`src/rtl/vga_timing_monitor_if.sv`:
```
// rtl/vga_timing_monitor_if.sv - sampled VGA pixel stream (sync, blank, RGB) at pixel rate
interface vga_timing_monitor_if;
    logic       pix_en;
    logic       hs;
    logic       vs;
    logic       blank_n;
    logic [7:0] r;
    logic [7:0] g;
    logic [7:0] b;

    modport master (output pix_en, hs, vs, blank_n, r, g, b);
    modport slave  (input  pix_en, hs, vs, blank_n, r, g, b);
endinterface

```
`src/rtl/vga_timing_monitor.sv`:
```
// rtl/vga_timing_monitor.sv - VGA timing recovery, geometry check, lock, frame checksum and pixel probe
module vga_timing_monitor #(
    parameter int H_ACTIVE    = 640,
    parameter int V_ACTIVE    = 480,
    parameter int LOCK_FRAMES = 2,
    parameter int CNT_W       = 12
) (
    input  logic                 clk_i,
    input  logic                 reset_i,
    vga_timing_monitor_if.slave  vid,
    input  logic [9:0]           probe_x_i,
    input  logic [9:0]           probe_y_i,
    output logic [CNT_W-1:0]     h_total_o,
    output logic [CNT_W-1:0]     v_total_o,
    output logic [CNT_W-1:0]     h_active_o,
    output logic [CNT_W-1:0]     v_active_o,
    output logic                 locked_o,
    output logic                 frame_done_o,
    output logic                 err_o,
    output logic [31:0]          frame_sum_o,
    output logic [7:0]           probe_r_o,
    output logic [7:0]           probe_g_o,
    output logic [7:0]           probe_b_o,
    output logic                 probe_valid_o
);
    localparam logic [CNT_W-1:0] CNT_MAX = '1;
    localparam logic [CNT_W-1:0] CNT_ONE = CNT_W'(1);
    localparam logic [CNT_W-1:0] H_ACT   = CNT_W'(H_ACTIVE);
    localparam logic [CNT_W-1:0] V_ACT   = CNT_W'(V_ACTIVE);
    localparam logic [3:0]       LOCK_N  = 4'(LOCK_FRAMES);

    typedef enum logic [1:0] {ST_SEARCH, ST_MEASURE, ST_LOCKED} state_t;

    typedef struct packed {
        logic             s1_hs, s1_vs, s1_bn, prev_hs, prev_vs;
        logic [7:0]       s1_r, s1_g, s1_b;
        logic [CNT_W-1:0] hcnt, xact, vcnt, yact, ref_h, act_w, prev_ref_h, prev_vcnt;
        logic             ref_set, bad, seen, prev_valid;
        logic [31:0]      sum;
        logic [7:0]       cap_r, cap_g, cap_b;
        logic [3:0]       lock_cnt;
        logic [CNT_W-1:0] h_total, v_total, h_active, v_active;
        logic             locked, frame_done, err, probe_valid;
        logic [31:0]      frame_sum;
        logic [7:0]       probe_r, probe_g, probe_b;
    } regs_t;

    state_t           state_q, state_d;
    regs_t            r_q, r_d;
    logic             hs_fall, vs_fall, pix_act, good;
    logic [CNT_W-1:0] line_len, xbase;
    logic [9:0]       pix_sum;
    logic [3:0]       lock_inc;

    function automatic logic [CNT_W-1:0] sat_inc(input logic [CNT_W-1:0] v);
        return (v == CNT_MAX) ? v : v + CNT_ONE;
    endfunction

    assign hs_fall  = vid.pix_en && r_q.prev_hs && !r_q.s1_hs;
    assign vs_fall  = vid.pix_en && r_q.prev_vs && !r_q.s1_vs;
    assign pix_act  = vid.pix_en && r_q.s1_bn;
    assign line_len = sat_inc(r_q.hcnt);
    assign xbase    = hs_fall ? '0 : r_q.xact;
    assign pix_sum  = {2'b00, r_q.s1_r} + {2'b00, r_q.s1_g} + {2'b00, r_q.s1_b};
    assign lock_inc = r_q.lock_cnt + 4'd1;

    always_ff @(posedge clk_i) begin
        if (reset_i) state_q <= ST_SEARCH;
        else         state_q <= state_d;
    end

    always_ff @(posedge clk_i) begin
        if (reset_i) r_q <= '0;
        else         r_q <= r_d;
    end

    always_comb begin
        r_d            = r_q;
        state_d        = state_q;
        r_d.frame_done = 1'b0;
        r_d.err        = 1'b0;
        good           = 1'b0;

        if (vid.pix_en) begin
            r_d.s1_hs   = vid.hs;
            r_d.s1_vs   = vid.vs;
            r_d.s1_bn   = vid.blank_n;
            r_d.s1_r    = vid.r;
            r_d.s1_g    = vid.g;
            r_d.s1_b    = vid.b;
            r_d.prev_hs = r_q.s1_hs;
            r_d.prev_vs = r_q.s1_vs;
            r_d.hcnt    = hs_fall ? '0 : sat_inc(r_q.hcnt);
        end

        // Line end is settled before the pixel and frame logic so a coincident
        // HS/VS fall credits the finished line to the ending frame.
        if (hs_fall) begin
            if (!r_q.ref_set) begin
                r_d.ref_h   = line_len;
                r_d.ref_set = 1'b1;
            end else if (line_len != r_q.ref_h) begin
                r_d.bad = 1'b1;
            end
            if (r_q.xact != '0 && r_q.xact != H_ACT) r_d.bad = 1'b1;
            if (r_q.xact != '0) begin
                r_d.act_w = r_q.xact;
                r_d.yact  = sat_inc(r_q.yact);
            end
            r_d.vcnt = sat_inc(r_q.vcnt);
            r_d.xact = '0;
        end

        if (pix_act) begin
            r_d.sum = r_q.sum + {22'd0, pix_sum};
            if (xbase == CNT_W'(probe_x_i) && r_d.yact == CNT_W'(probe_y_i)) begin
                r_d.cap_r = r_q.s1_r;
                r_d.cap_g = r_q.s1_g;
                r_d.cap_b = r_q.s1_b;
                r_d.seen  = 1'b1;
            end
            r_d.xact = sat_inc(xbase);
        end

        if (vs_fall) begin
            if (state_q == ST_SEARCH) begin
                state_d      = ST_MEASURE;
                r_d.lock_cnt = '0;
            end else begin
                r_d.h_total     = r_d.ref_h;
                r_d.v_total     = r_d.vcnt;
                r_d.h_active    = r_d.act_w;
                r_d.v_active    = r_d.yact;
                r_d.frame_sum   = r_d.sum;
                r_d.probe_r     = r_d.cap_r;
                r_d.probe_g     = r_d.cap_g;
                r_d.probe_b     = r_d.cap_b;
                r_d.probe_valid = r_d.seen;
                r_d.frame_done  = 1'b1;
                // With no earlier frame on record the consistency term passes.
                good = !r_d.bad && r_d.yact == V_ACT && r_d.act_w == H_ACT &&
                       (!r_q.prev_valid ||
                        (r_d.ref_h == r_q.prev_ref_h && r_d.vcnt == r_q.prev_vcnt));
                r_d.prev_ref_h = r_d.ref_h;
                r_d.prev_vcnt  = r_d.vcnt;
                r_d.prev_valid = 1'b1;
                if (state_q == ST_MEASURE) begin
                    if (!good) begin
                        r_d.lock_cnt = '0;
                    end else begin
                        r_d.lock_cnt = lock_inc;
                        if (lock_inc >= LOCK_N) begin
                            state_d    = ST_LOCKED;
                            r_d.locked = 1'b1;
                        end
                    end
                end else if (!good) begin
                    state_d      = ST_MEASURE;
                    r_d.err      = 1'b1;
                    r_d.locked   = 1'b0;
                    r_d.lock_cnt = '0;
                end
            end
            r_d.vcnt    = '0;
            r_d.yact    = '0;
            r_d.ref_h   = '0;
            r_d.ref_set = 1'b0;
            r_d.act_w   = '0;
            r_d.bad     = 1'b0;
            r_d.sum     = '0;
            r_d.seen    = 1'b0;
            r_d.cap_r   = '0;
            r_d.cap_g   = '0;
            r_d.cap_b   = '0;
        end
    end

    assign h_total_o     = r_q.h_total;
    assign v_total_o     = r_q.v_total;
    assign h_active_o    = r_q.h_active;
    assign v_active_o    = r_q.v_active;
    assign locked_o      = r_q.locked;
    assign frame_done_o  = r_q.frame_done;
    assign err_o         = r_q.err;
    assign frame_sum_o   = r_q.frame_sum;
    assign probe_r_o     = r_q.probe_r;
    assign probe_g_o     = r_q.probe_g;
    assign probe_b_o     = r_q.probe_b;
    assign probe_valid_o = r_q.probe_valid;
endmodule

```
`src/flat_wrapper.sv`:
```
// flat-port wrapper written by rule: the top's interface ports become plain ports
module vga_timing_monitor_flat 
#(
    parameter int H_ACTIVE    = 640,
    parameter int V_ACTIVE    = 480,
    parameter int LOCK_FRAMES = 2,
    parameter int CNT_W       = 12
)
  (clk_i, reset_i, probe_x_i, probe_y_i, h_total_o, v_total_o, h_active_o, v_active_o, locked_o, frame_done_o, err_o, frame_sum_o, probe_r_o, probe_g_o, probe_b_o, probe_valid_o, vid_pix_en, vid_hs, vid_vs, vid_blank_n, vid_r, vid_g, vid_b);
  vga_timing_monitor_if vid_i ();
  input  logic clk_i;
  input  logic reset_i;
  input  logic [9:0] probe_x_i;
  input  logic [9:0] probe_y_i;
  output logic [CNT_W-1:0] h_total_o;
  output logic [CNT_W-1:0] v_total_o;
  output logic [CNT_W-1:0] h_active_o;
  output logic [CNT_W-1:0] v_active_o;
  output logic locked_o;
  output logic frame_done_o;
  output logic err_o;
  output logic [31:0] frame_sum_o;
  output logic [7:0] probe_r_o;
  output logic [7:0] probe_g_o;
  output logic [7:0] probe_b_o;
  output logic probe_valid_o;
  input wire logic [$bits(vid_i.pix_en)-1:0] vid_pix_en;
  input wire logic [$bits(vid_i.hs)-1:0] vid_hs;
  input wire logic [$bits(vid_i.vs)-1:0] vid_vs;
  input wire logic [$bits(vid_i.blank_n)-1:0] vid_blank_n;
  input wire logic [$bits(vid_i.r)-1:0] vid_r;
  input wire logic [$bits(vid_i.g)-1:0] vid_g;
  input wire logic [$bits(vid_i.b)-1:0] vid_b;
  assign vid_i.pix_en = vid_pix_en;
  assign vid_i.hs = vid_hs;
  assign vid_i.vs = vid_vs;
  assign vid_i.blank_n = vid_blank_n;
  assign vid_i.r = vid_r;
  assign vid_i.g = vid_g;
  assign vid_i.b = vid_b;
  vga_timing_monitor #(.H_ACTIVE(H_ACTIVE), .V_ACTIVE(V_ACTIVE), .LOCK_FRAMES(LOCK_FRAMES), .CNT_W(CNT_W)) u_core (.clk_i(clk_i), .reset_i(reset_i), .vid(vid_i), .probe_x_i(probe_x_i), .probe_y_i(probe_y_i), .h_total_o(h_total_o), .v_total_o(v_total_o), .h_active_o(h_active_o), .v_active_o(v_active_o), .locked_o(locked_o), .frame_done_o(frame_done_o), .err_o(err_o), .frame_sum_o(frame_sum_o), .probe_r_o(probe_r_o), .probe_g_o(probe_g_o), .probe_b_o(probe_b_o), .probe_valid_o(probe_valid_o));
endmodule
```
`config.mk`:
```
export PLATFORM = sky130hd
export DESIGN_NAME = vga_timing_monitor_flat
export DESIGN_NICKNAME = d
export VERILOG_FILES = /design/src/rtl/vga_timing_monitor_if.sv /design/src/rtl/vga_timing_monitor.sv /design/src/flat_wrapper.sv
export SDC_FILE = /design/constraint.sdc
export NUM_CORES = 1
export LEC_CHECK = 0
export ABC_AREA = 1
export CAP_MARGIN = 20
export CORE_ASPECT_RATIO = 0.6
export CORE_MARGIN = 5
export CORE_UTILIZATION = 52
export DETAILED_ROUTE_END_ITERATION = 6
export PLACE_DENSITY = 0.85
export SLEW_MARGIN = 20
export SYNTH_ARGS = -nofsm -noshare
export SYNTH_HDL_FRONTEND = slang
export SYNTH_SLANG_ARGS = --single-unit
export TNS_END_PERCENT = 30
```
`constraint.sdc`:
```
create_clock -name clk_i -period 4.1 [get_ports clk_i]
set_input_delay 0.82 -clock clk_i [delete_from_list [all_inputs] [get_ports clk_i]]
set_output_delay 0.82 -clock clk_i [all_outputs]
set_load 0.01 [all_outputs]
```
==> results of run 1 <==
==> report_power, final <==
| group | switching (mW) | internal, mW | total (mW) |
|---|---|---|---|
| logic | 0.462 | 0.347 | 0.809 |
| clock network | 1.11 | 1.70 | 2.81 |
| registers | 0.0421 | 2.72 | 2.76 |
| total | 1.61 | 4.77 | 6.38 |
==> cell usage after synthesis, drive strengths merged <==
cell type	instances	area, sq um
nand4	23	144
nand3b	7	52.6
nand3	109	591
nor2	268	1070
a32oi	1	8.76
a211oi	6	45.0
a221oi	1	8.76
a21o	1	7.51
xnor2	35	307
ha	34	425
or2	5	31.3
dfxtp	275	5510
mux2i	2	20.0
o21ai	150	845
nor4	3	18.8
nand2	402	1560
xnor3	1	22.5
buf	131	990
and3b	1	8.76
o21bai	7	52.6
nor3	27	151
nor3b	3	22.5
clkbuf	51	191
inv	256	961
a21oi	124	714
xor2	37	324
and3	1	6.26
a41oi	1	8.76
a22oi	1	7.51
o211ai	42	315
a31oi	2	12.5
or3	1	6.26
fa	3	60.1
o221ai	1	8.76
a2bb2oi	1	8.76
==> layout make-up <==
cell class	count	area [sq um]
fill	2361	10100
multi-input combinational	1300	7160
sequential	275	5510
timing repair buffer	250	2360
inverter	256	962
clock buffer	36	812
tap	367	459
clock inverter	14	198
antenna	1	2.50
==> final timing paths <==
check / start / endpoint / depth (start not counted)
worst min register to register: u_core.r_q[292] / u_core.r_q[292] / 2
worst max-delay path: u_core.r_q[276] / u_core.frame_sum_o[31] / 26
worst min-delay path: u_core.r_q[292] / u_core.r_q[292] / 2
worst max register to register: u_core.r_q[276] / u_core.frame_sum_o[31] / 26
==> through the flow <==
step | cells | setup slack, ns | util | power [mW] | hold slack (ns)
final | 2499 | -0.283 | 0.635 | 6.38 | 0.464
after global routing | 2499 | -0.506 | 0.635 | 6.62 | 0.490
after CTS | 2491 | -0.159 | 0.627 | 6.38 | 0.466
after detailed placement | 2435 | -0.399 | 0.585 | 3.55 | 0.457
after global placement | 2435 | -0.225 | 0.585 | 3.53 | 0.444
after floorplan | 2013 | -0.0976 | - | 3.26 | 0.435
==> registers in the layout, summed over array words and instances (netlist names), 2 cells and up <==
signal              cells
u_core.frame_sum_o     32
u_core.h_active_o      12
u_core.probe_b_o        8
u_core.probe_g_o        8
u_core.probe_r_o        8
u_core.r_q            189
u_core.state_q          2
u_core.v_active_o      12
==> worst max-delay path: stages (launching register included) <==
cell and delay [ns]:
dfxtp_2 0.35, ha_4 0.15, inv_2 0.04, fa_2 0.37
xnor2_2 0.21, ha_4 0.25, a21oi_2 0.13, nand2_2 0.08
a21oi_2 0.12, nor2_1 0.05, nor2_1 0.16, nor2_1 0.06
o21ai_1 0.11, nand2_1 0.09, a21oi_1 0.13, nor2_1 0.08
ha_1 0.34, inv_2 0.07, nor3_4 0.18, nand2_1 0.08
o21ai_1 0.14, nand3_1 0.11, or2_4 0.31, nor3_4 0.19
nand4_1 0.16, xor2_1 0.22, a21oi_1 0.09
==> per-layer routing <==
layer | track usage | share of wire
met3 | 0.0558 | 0.090
met5 | 0 | 0
met2 | 0.351 | 0.41
met1 | 0.384 | 0.48
met4 | 0.0503 | 0.017
==> logic make-up after synthesis <==
logic type	share of synthesized area
xor gates and xnor gates	0.0450
buffers and inverters	0.148
adders and majority gates	0.0334
and+or+nand+nor	0.253
DFF	0.379
AOI/OAI and AO/OA	0.141
muxes	0.00138
==> timing repair <==
action | 4_1_cts | 5_1_grt
gates resized for setup | 28 | 36
endpoints found under the setup margin | 39 | 57
pin swaps | 25 | 29
hold buffers | 0 | 0
cloned | 0 | 0
buffers inserted | 6 | 9
==> impl_metrics.toml, run 1 <==
[cells_and_area]
nNetsFinal = 2198
area_delta_synth_final_pct = 20.3
final_common_cell = "nand2_1"
mostFrequentLayoutCells = "nand2_1, dfxtp_1, nor2_1, inv_1, clkdlybuf4s50_1"
design_area_sq_mm = 0.0175
layout-drive-gt1-share = 0.142

[detailed_routing]
wirelength_um = 40800
viasPerCell = 5.28
route.detailed.drc = 0
drt_pre_antenna_iters = 5
postRouteAntennaNets = 0
wl_per_cell_um = 16.3
first_iter_violations = 1257
via_count = 13200

[floorplan]
io_pins = 158
die_w_um = 226
die_area_sq_mm = 0.0315
num_rows = 47
initial_core_util = 0.527
die_h_um = 139
core_sq_mm = 0.0275

[logic_synthesis]
ys_ff_latch = 275
synth_area_sq_mm = 0.0145
yosys_warnings = 0
synth_cell_types = 51
synth_nets = 2100
avgSynthCellArea_sq_um = 7.21
syn_inst = 2013
ys_seq_area_frac = 0.379

[global_route]
grt_use_total = 0.248
grt_pass1_vias = 12000
overflow = 0
grt_max_degree = 111
grt_pass1_wl_um = 64000
antenna_found_initial = 1

[run_status]
outcome = "complete, but fails checks"
violations = "setup timing"

[critical_path]
worstSetupStartpointType = "flip-flop"
required_ns = 4.53
path_max_fanout = 4
cp-end-kind = "flip-flop"
regToRegSetupSlack_ns = -0.28
worstSetupPathType = "flip-flop to flip-flop"
crit_arrival_ns = 4.81

[sta]
clock.fmax_mhz = 228
max-slew-margin-rel = 0.456
hold_viol = 0
worst_pin_slew_ns = 0.816
grt_setup_unrepaired = "true"
min_period_over_period = 1.07
finClkSkew_ns = 0.0115
slew_violations = 0
fin_crit_ns = 4.38
setup_ws_ns = -0.283
fin_setup_tns_ns = -2.74
finalSetupViolCount = 25

[place]
dp_hpwl_um = 29400
io_buffers = 157
gp_congestion = 0.933
dpl_cell_area_sq_mm = 0.0161

[power]
ir_drop_mv = 0.266
p_leak_nw = 7.56
power_density_mw_per_mm2 = 365

[clock_tree]
cts_max_path_buffers = 3
insertion_delay_ns = 0.55
cts-root-buf = "clkbuf_16"
cts_made_buffers = 28
cts_tree = "yes"
clk_pin_slew_ns = 0.07
cts_sinks = 275
cts-htree-levels = 1

[min_path]
hold_path_class = "flip-flop to flip-flop"

[job]
maxCapViolations = 0
No activity file was read; power rests on OpenSTA's default activity.
==> run 2, diff against run 1 <==
--- a/config.mk
+++ b/config.mk
@@ -11,7 +11,7 @@
 export CORE_MARGIN = 5
 export CORE_UTILIZATION = 52
 export DETAILED_ROUTE_END_ITERATION = 6
-export PLACE_DENSITY = 0.85
+export PLACE_DENSITY = 0.74
 export SLEW_MARGIN = 20
 export SYNTH_ARGS = -nofsm -noshare
 export SYNTH_HDL_FRONTEND = slang
==> run 2 against run 1 <==
The flow still finishes with violations (setup timing). Power down 1.0%. Non-clock buffer count grew 38. Global-route usage shrank 0.24 points. Sequential power about the same. Clock skew up 0.0012 ns. Sequential share of layout area down 0.46 points. Via count increased by 0.28%. Register-to-register slack improved by 0.13 ns. Critical endpoint unchanged. Highest routed layer unchanged.
==> impl_metrics.toml, run 2 (synthesized netlist as in run 1, its figures left out) <==
[run_status]
outcome = "complete, but fails checks"
violations = "setup timing"

[place]
gp_congestion = 0.946
dpl_cell_area_sq_mm = 0.0164
dp_hpwl_um = 29600
place_ws_ns = -0.403
io_buffers = 157

[cells_and_area]
area_delta_synth_final_pct = 22.1
n_antenna_cell = 0
nFillCells = 2378
design_area_sq_mm = 0.0177
final_common_cell = "nand2_1"
mostFrequentLayoutCells = "nand2_1, dfxtp_1, nor2_1, inv_1, clkdlybuf4s50_1"
largest-register = "u_core.r_q"
largest_reg_flops = 189
nNetsFinal = 2235
layout-drive-gt1-share = 0.151

[power]
swShare = 0.255
power_density_mw_per_mm2 = 356
pwr-share-seq = 0.437
p_sw_mw = 1.61
p_clk_frac = 0.433
p_int_mw = 4.71
ir_drop_mv = 0.284
p_leak_nw = 7.73
p_comb_frac = 0.130

[sta]
fin_setup_tns_ns = -1.28
min_period_over_period = 1.04
setup_ws_ns = -0.149
grt_setup_unrepaired = "true"
slew_violations = 0
clock.fmax_mhz = 235
worst_pin_slew_ns = 0.957
max-slew-margin-rel = 0.360
finalSetupViolCount = 18
fin_crit_ns = 4.25
finClkSkew_ns = 0.0127
hold_viol = 0

[clock_tree]
cts_max_path_buffers = 3
cts-htree-levels = 1
cts-root-buf = "clkbuf_16"
insertion_delay_ns = 0.55
cts_made_buffers = 27
cts_tree = "yes"
clk_pin_slew_ns = 0.07
cts_sinks = 275

[global_route]
overflow = 0
grt_pass1_vias = 12200
grt_use_total = 0.245
antenna_found_initial = 0
grt_max_degree = 110
grt_pass1_wl_um = 63700

[job]
maxCapViolations = 0

[detailed_routing]
wl_per_cell_um = 16.0
drt_pre_antenna_iters = 6
via_count = 13200
route.detailed.drc = 0
viasPerCell = 5.22
first_iter_violations = 1231
wirelength_um = 40500
postRouteAntennaNets = 0

[min_path]
holdCritStartpoint = "u_core.r_q[169]"
min_to = "u_core.r_q[169]"
hold_path_class = "flip-flop to flip-flop"
whs_path_depth = 2

[critical_path]
cp-end-kind = "flip-flop"
timing.rr.end = "u_core.frame_sum_o[31]"
rr_startpoint = "u_core.r_q[276]"
required_ns = 4.51
path_max_fanout = 5
worstSetupStartpointType = "flip-flop"
worstSetupPathType = "flip-flop to flip-flop"
r2r_cells = 24
regToRegSetupSlack_ns = -0.15
crit_arrival_ns = 4.66

[floorplan]
initial_core_util = 0.527
die_h_um = 139
core_sq_mm = 0.0275
die_area_sq_mm = 0.0315
num_rows = 47
die_w_um = 226
io_pins = 158
-- run 2: cell types whose count changed in the layout (fill, tap and decap cells not counted), moves of 3 or more --
cell and delta:
buf_4 +36, a21oi_1 +7, a21oi_2 -7, xor2_1 -4, xor2_2 +4, buf_12 +3, nand2_1 +3
-- run 2: stage by stage --
step | hold slack, ns | total power [mW] | std cells | utilization
6_report | 0.465 | 6.32 | 2535 | 0.644
5_1_grt | 0.488 | 6.55 | 2535 | 0.644
4_1_cts | 0.467 | 6.32 | 2527 | 0.635
3_5_place_dp | 0.453 | 3.57 | 2475 | 0.597
3_3_place_gp | 0.445 | 3.55 | 2475 | 0.597
2_1_floorplan | 0.435 | 3.26 | 2013 | -
-- run 2: cell type report --
| cell class | count | area [sq um] | area share |
|---|---|---|---|
| sequential | 275 | 5510 | 0.311 |
| inverter | 256 | 962 | 0.0543 |
| multi-input combinational | 1300 | 7140 | 0.403 |
| clock inverter | 15 | 213 | 0.0120 |
| tap | 367 | 459 | 0.0259 |
| clock buffer | 34 | 762 | 0.0430 |
| timing repair buffer | 288 | 2680 | 0.151 |
-- run 2: worst max path at each step --
stage               cells past startpoint  slack, ns       startpoint                     end
floorplan                              27       -0.1  u_core.r_q[276]  u_core.frame_sum_o[31]
global placement                       26      -0.23  u_core.r_q[276]  u_core.frame_sum_o[31]
detailed placement                     26      -0.40  u_core.r_q[276]  u_core.frame_sum_o[31]
CTS                                    26      -0.12  u_core.r_q[276]  u_core.frame_sum_o[31]
global route                           26      -0.51  u_core.r_q[276]  u_core.frame_sum_o[31]
finish                                 24      -0.15  u_core.r_q[276]  u_core.frame_sum_o[31]
-- run 2: metal layers --
| layer | up-vias | global-route usage | wire, um |
|---|---|---|---|
| li1 | 6605 | - | - |
| met1 | 6089 | 0.383 | 20000 |
| met2 | 493 | 0.344 | 16100 |
| met3 | 55 | 0.0615 | 3700 |
| met4 | 0 | 0.0407 | 681 |
| met5 | - | 0 | 0 |
-- run 2: power by group through the flow --
stage	combinational, mW	clock [mW]	sequential, mW
2_1_floorplan	0.449	0	2.81
3_3_place_gp	0.732	0	2.82
3_5_place_dp	0.753	0	2.82
4_1_cts	0.774	2.79	2.76
5_1_grt	0.896	2.89	2.76
6_report	0.820	2.74	2.76
-- run 2: worst max-delay path: stages, from the launching register on --
cell and delay, ns:
dfxtp_2 0.35, ha_4 0.14, inv_2 0.03, fa_2 0.51, inv_1 0.06, fa_1 0.43
a21oi_2 0.15, o21bai_1 0.10, a21oi_1 0.17, o21bai_1 0.11, nand2_1 0.06, nand2_1 0.05
a21oi_1 0.15, xor2_1 0.10, ha_1 0.34, nand2_1 0.09, o21ai_1 0.18, a32oi_1 0.08
o21ai_2 0.09, nand3_2 0.09, or2_4 0.30, nor3_4 0.13, nand4_1 0.14, xor2_2 0.18
a21oi_1 0.09
-- run 2: repair_timing --
action / 4_1_cts / 5_1_grt
buffers inserted: 3 / 8
pin swaps: 18 / 15
resized for setup: 13 / 37
endpoints found under the setup margin: 38 / 48
hold buffers: 0 / 0
==> run 3, diff against run 2 <==
--- a/config.mk
+++ b/config.mk
@@ -6,9 +6,10 @@
 export NUM_CORES = 1
 export LEC_CHECK = 0
 export ABC_AREA = 1
+export ABC_CLOCK_PERIOD_IN_PS = 4100
 export CAP_MARGIN = 20
 export CORE_ASPECT_RATIO = 0.6
-export CORE_MARGIN = 5
+export CORE_MARGIN = 3
 export CORE_UTILIZATION = 52
 export DETAILED_ROUTE_END_ITERATION = 6
 export PLACE_DENSITY = 0.74
==> run 3 against run 2 <==
The flow still finishes with violations (setup timing). Critical path depth is 1 higher. Count of clock-buffer cells in the layout up 5. Die area is 4.6% lower. Core utilization grew 0.22 points. Register-to-register slack got worse by 0.17 ns.
==> impl_metrics.toml, run 3 (synthesized netlist as in run 1, its figures left out) <==
[sta]
fin_setup_tns_ns = -3.31
max-slew-margin-rel = 0.589
clock.fmax_mhz = 226
setup_ws_ns = -0.315
finClkSkew_ns = 0.00981
worst_pin_slew_ns = 0.611
holdWs_ns = 0.460
hold_viol = 0
grt_setup_unrepaired = "true"
finalSetupViolCount = 27
slew_violations = 0
fin_crit_ns = 4.42
min_period_over_period = 1.08

[critical_path]
required_ns = 4.53
crit_arrival_ns = 4.85
path_max_fanout = 5
r2r_cells = 25
cp-end-kind = "flip-flop"
worstSetupStartpointType = "flip-flop"
worstSetupPathType = "flip-flop to flip-flop"

[clock_tree]
insertion_delay_ns = 0.56
cts-htree-levels = 1
cts_made_buffers = 27
cts_sinks = 275
clk_pin_slew_ns = 0.07
cts_max_path_buffers = 3
cts_tree = "yes"
cts-root-buf = "clkbuf_16"
ctsHoldBuffers = 0

[power]
ir_drop_mv = 0.326
finalPower_mw = 6.15
p_leak_nw = 7.54
power_density_mw_per_mm2 = 354

[detailed_routing]
routed-wl-met2_um = 15700
viasPerCell = 5.21
postRouteAntennaNets = 0
wl_met1_um = 20300
drt_pre_antenna_iters = 5
via_count = 13100
first_iter_violations = 1324
top_layer_used = "met4"
wl_met3_um = 3610
route.detailed.drc = 0
wl_per_cell_um = 16.1
wirelength_um = 40500

[global_route]
overflow = 0
grt_pass1_vias = 12200
grt_max_degree = 82
grt_use_total = 0.263
grt_pass1_wl_um = 64100
antenna_found_initial = 1

[place]
gp_congestion = 0.952
place_ws_ns = -0.359
dpl_cell_area_sq_mm = 0.0163
io_buffers = 157
dp_hpwl_um = 29500
dp_cells = 2451

[cells_and_area]
largest_reg_flops = 189
largest-register = "u_core.r_q"
multi_input_area_sq_mm = 0.00709
final_common_cell = "nand2_1"
mostFrequentLayoutCells = "nand2_1, dfxtp_1, nor2_1, inv_1, clkdlybuf4s50_1"
seqCellArea_sq_mm = 0.00551
nNetsFinal = 2215
stdcell_count = 2507
nFillCells = 2368
design_area_sq_mm = 0.0174
fin_util = 0.646
area_delta_synth_final_pct = 19.9
layout-drive-gt1-share = 0.139

[floorplan]
die_area_sq_mm = 0.0300
io_pins = 158
die_w_um = 222
die_h_um = 135
initial_core_util = 0.539
core_sq_mm = 0.0269
num_rows = 46

[min_path]
hold_path_class = "flip-flop to flip-flop"
whs_path_depth = 2

[job]
maxCapViolations = 0

[run_status]
outcome = "complete, but fails checks"
violations = "setup timing"
==> run 3: changes by cell type in the layout (fill, tap and decap cells not counted), sizes merged <==
cell,delta
buf,-20
bufinv,-2
clkbuf,+5
clkinv,-6
diode,+1
inv,+1
==> run 3: layout make-up <==
| type | count | area share |
|---|---|---|
| Antenna cell | 1 | 0.000144 |
| Clock buffer | 39 | 0.0443 |
| Clock inverter | 8 | 0.00733 |
| Inverter | 256 | 0.0553 |
| Multi-Input combinational cell | 1300 | 0.407 |
| Sequential cell | 275 | 0.316 |
| Tap cell | 360 | 0.0259 |
| Timing Repair Buffer | 268 | 0.143 |
==> run 3: final timing paths <==
check	from	endpoint	slack, ns
setup / recovery	u_core.r_q[276]	u_core.frame_sum_o[31]	-0.32
hold / removal	u_core.r_q[292]	u_core.r_q[292]	0.46
setup reg to reg	u_core.r_q[276]	u_core.frame_sum_o[31]	-0.32
hold reg to reg	u_core.r_q[292]	u_core.r_q[292]	0.46
==> run 3: per-layer routing <==
metal / GRT usage / vias up
met4: 0.0561 / 0
met2: 0.367 / 502
li1: - / 6566
met5: 0 / -
met1: 0.402 / 5948
met3: 0.0689 / 55
==> run 3: worst max-delay path, stage by stage (launching register included) <==
cell	delay, ns
dfxtp_2	0.35
ha_4	0.14
inv_2	0.03
fa_2	0.34
xnor2_1	0.14
ha_1	0.34
buf_4	0.13
a21oi_1	0.06
o21bai_1	0.21
a21oi_1	0.11
o21bai_1	0.25
nand2_1	0.08
nand2_1	0.06
a21oi_1	0.06
xor2_1	0.17
ha_1	0.33
nand2_1	0.09
o21ai_1	0.19
a32oi_1	0.11
o21ai_2	0.12
nand3_2	0.09
or2_4	0.30
nor3_4	0.13
nand4_1	0.15
xor2_1	0.24
a21oi_1	0.09
==> run 3: repair_timing <==
item,in CTS,in global routing
pin swaps,23,15
setup endpoints to repair,38,52
resized for setup,18,27
setup buffers,4,4
==> run 3: power by group <==
| part | switching, mW | leakage [nW] | internal, mW | total, mW |
|---|---|---|---|---|
| clock network | 1.08 | 0.432 | 1.49 | 2.58 |
| registers | 0.0433 | 2.23 | 2.72 | 2.76 |
| logic | 0.459 | 4.89 | 0.358 | 0.817 |
| total | 1.59 | 7.54 | 4.57 | 6.15 |
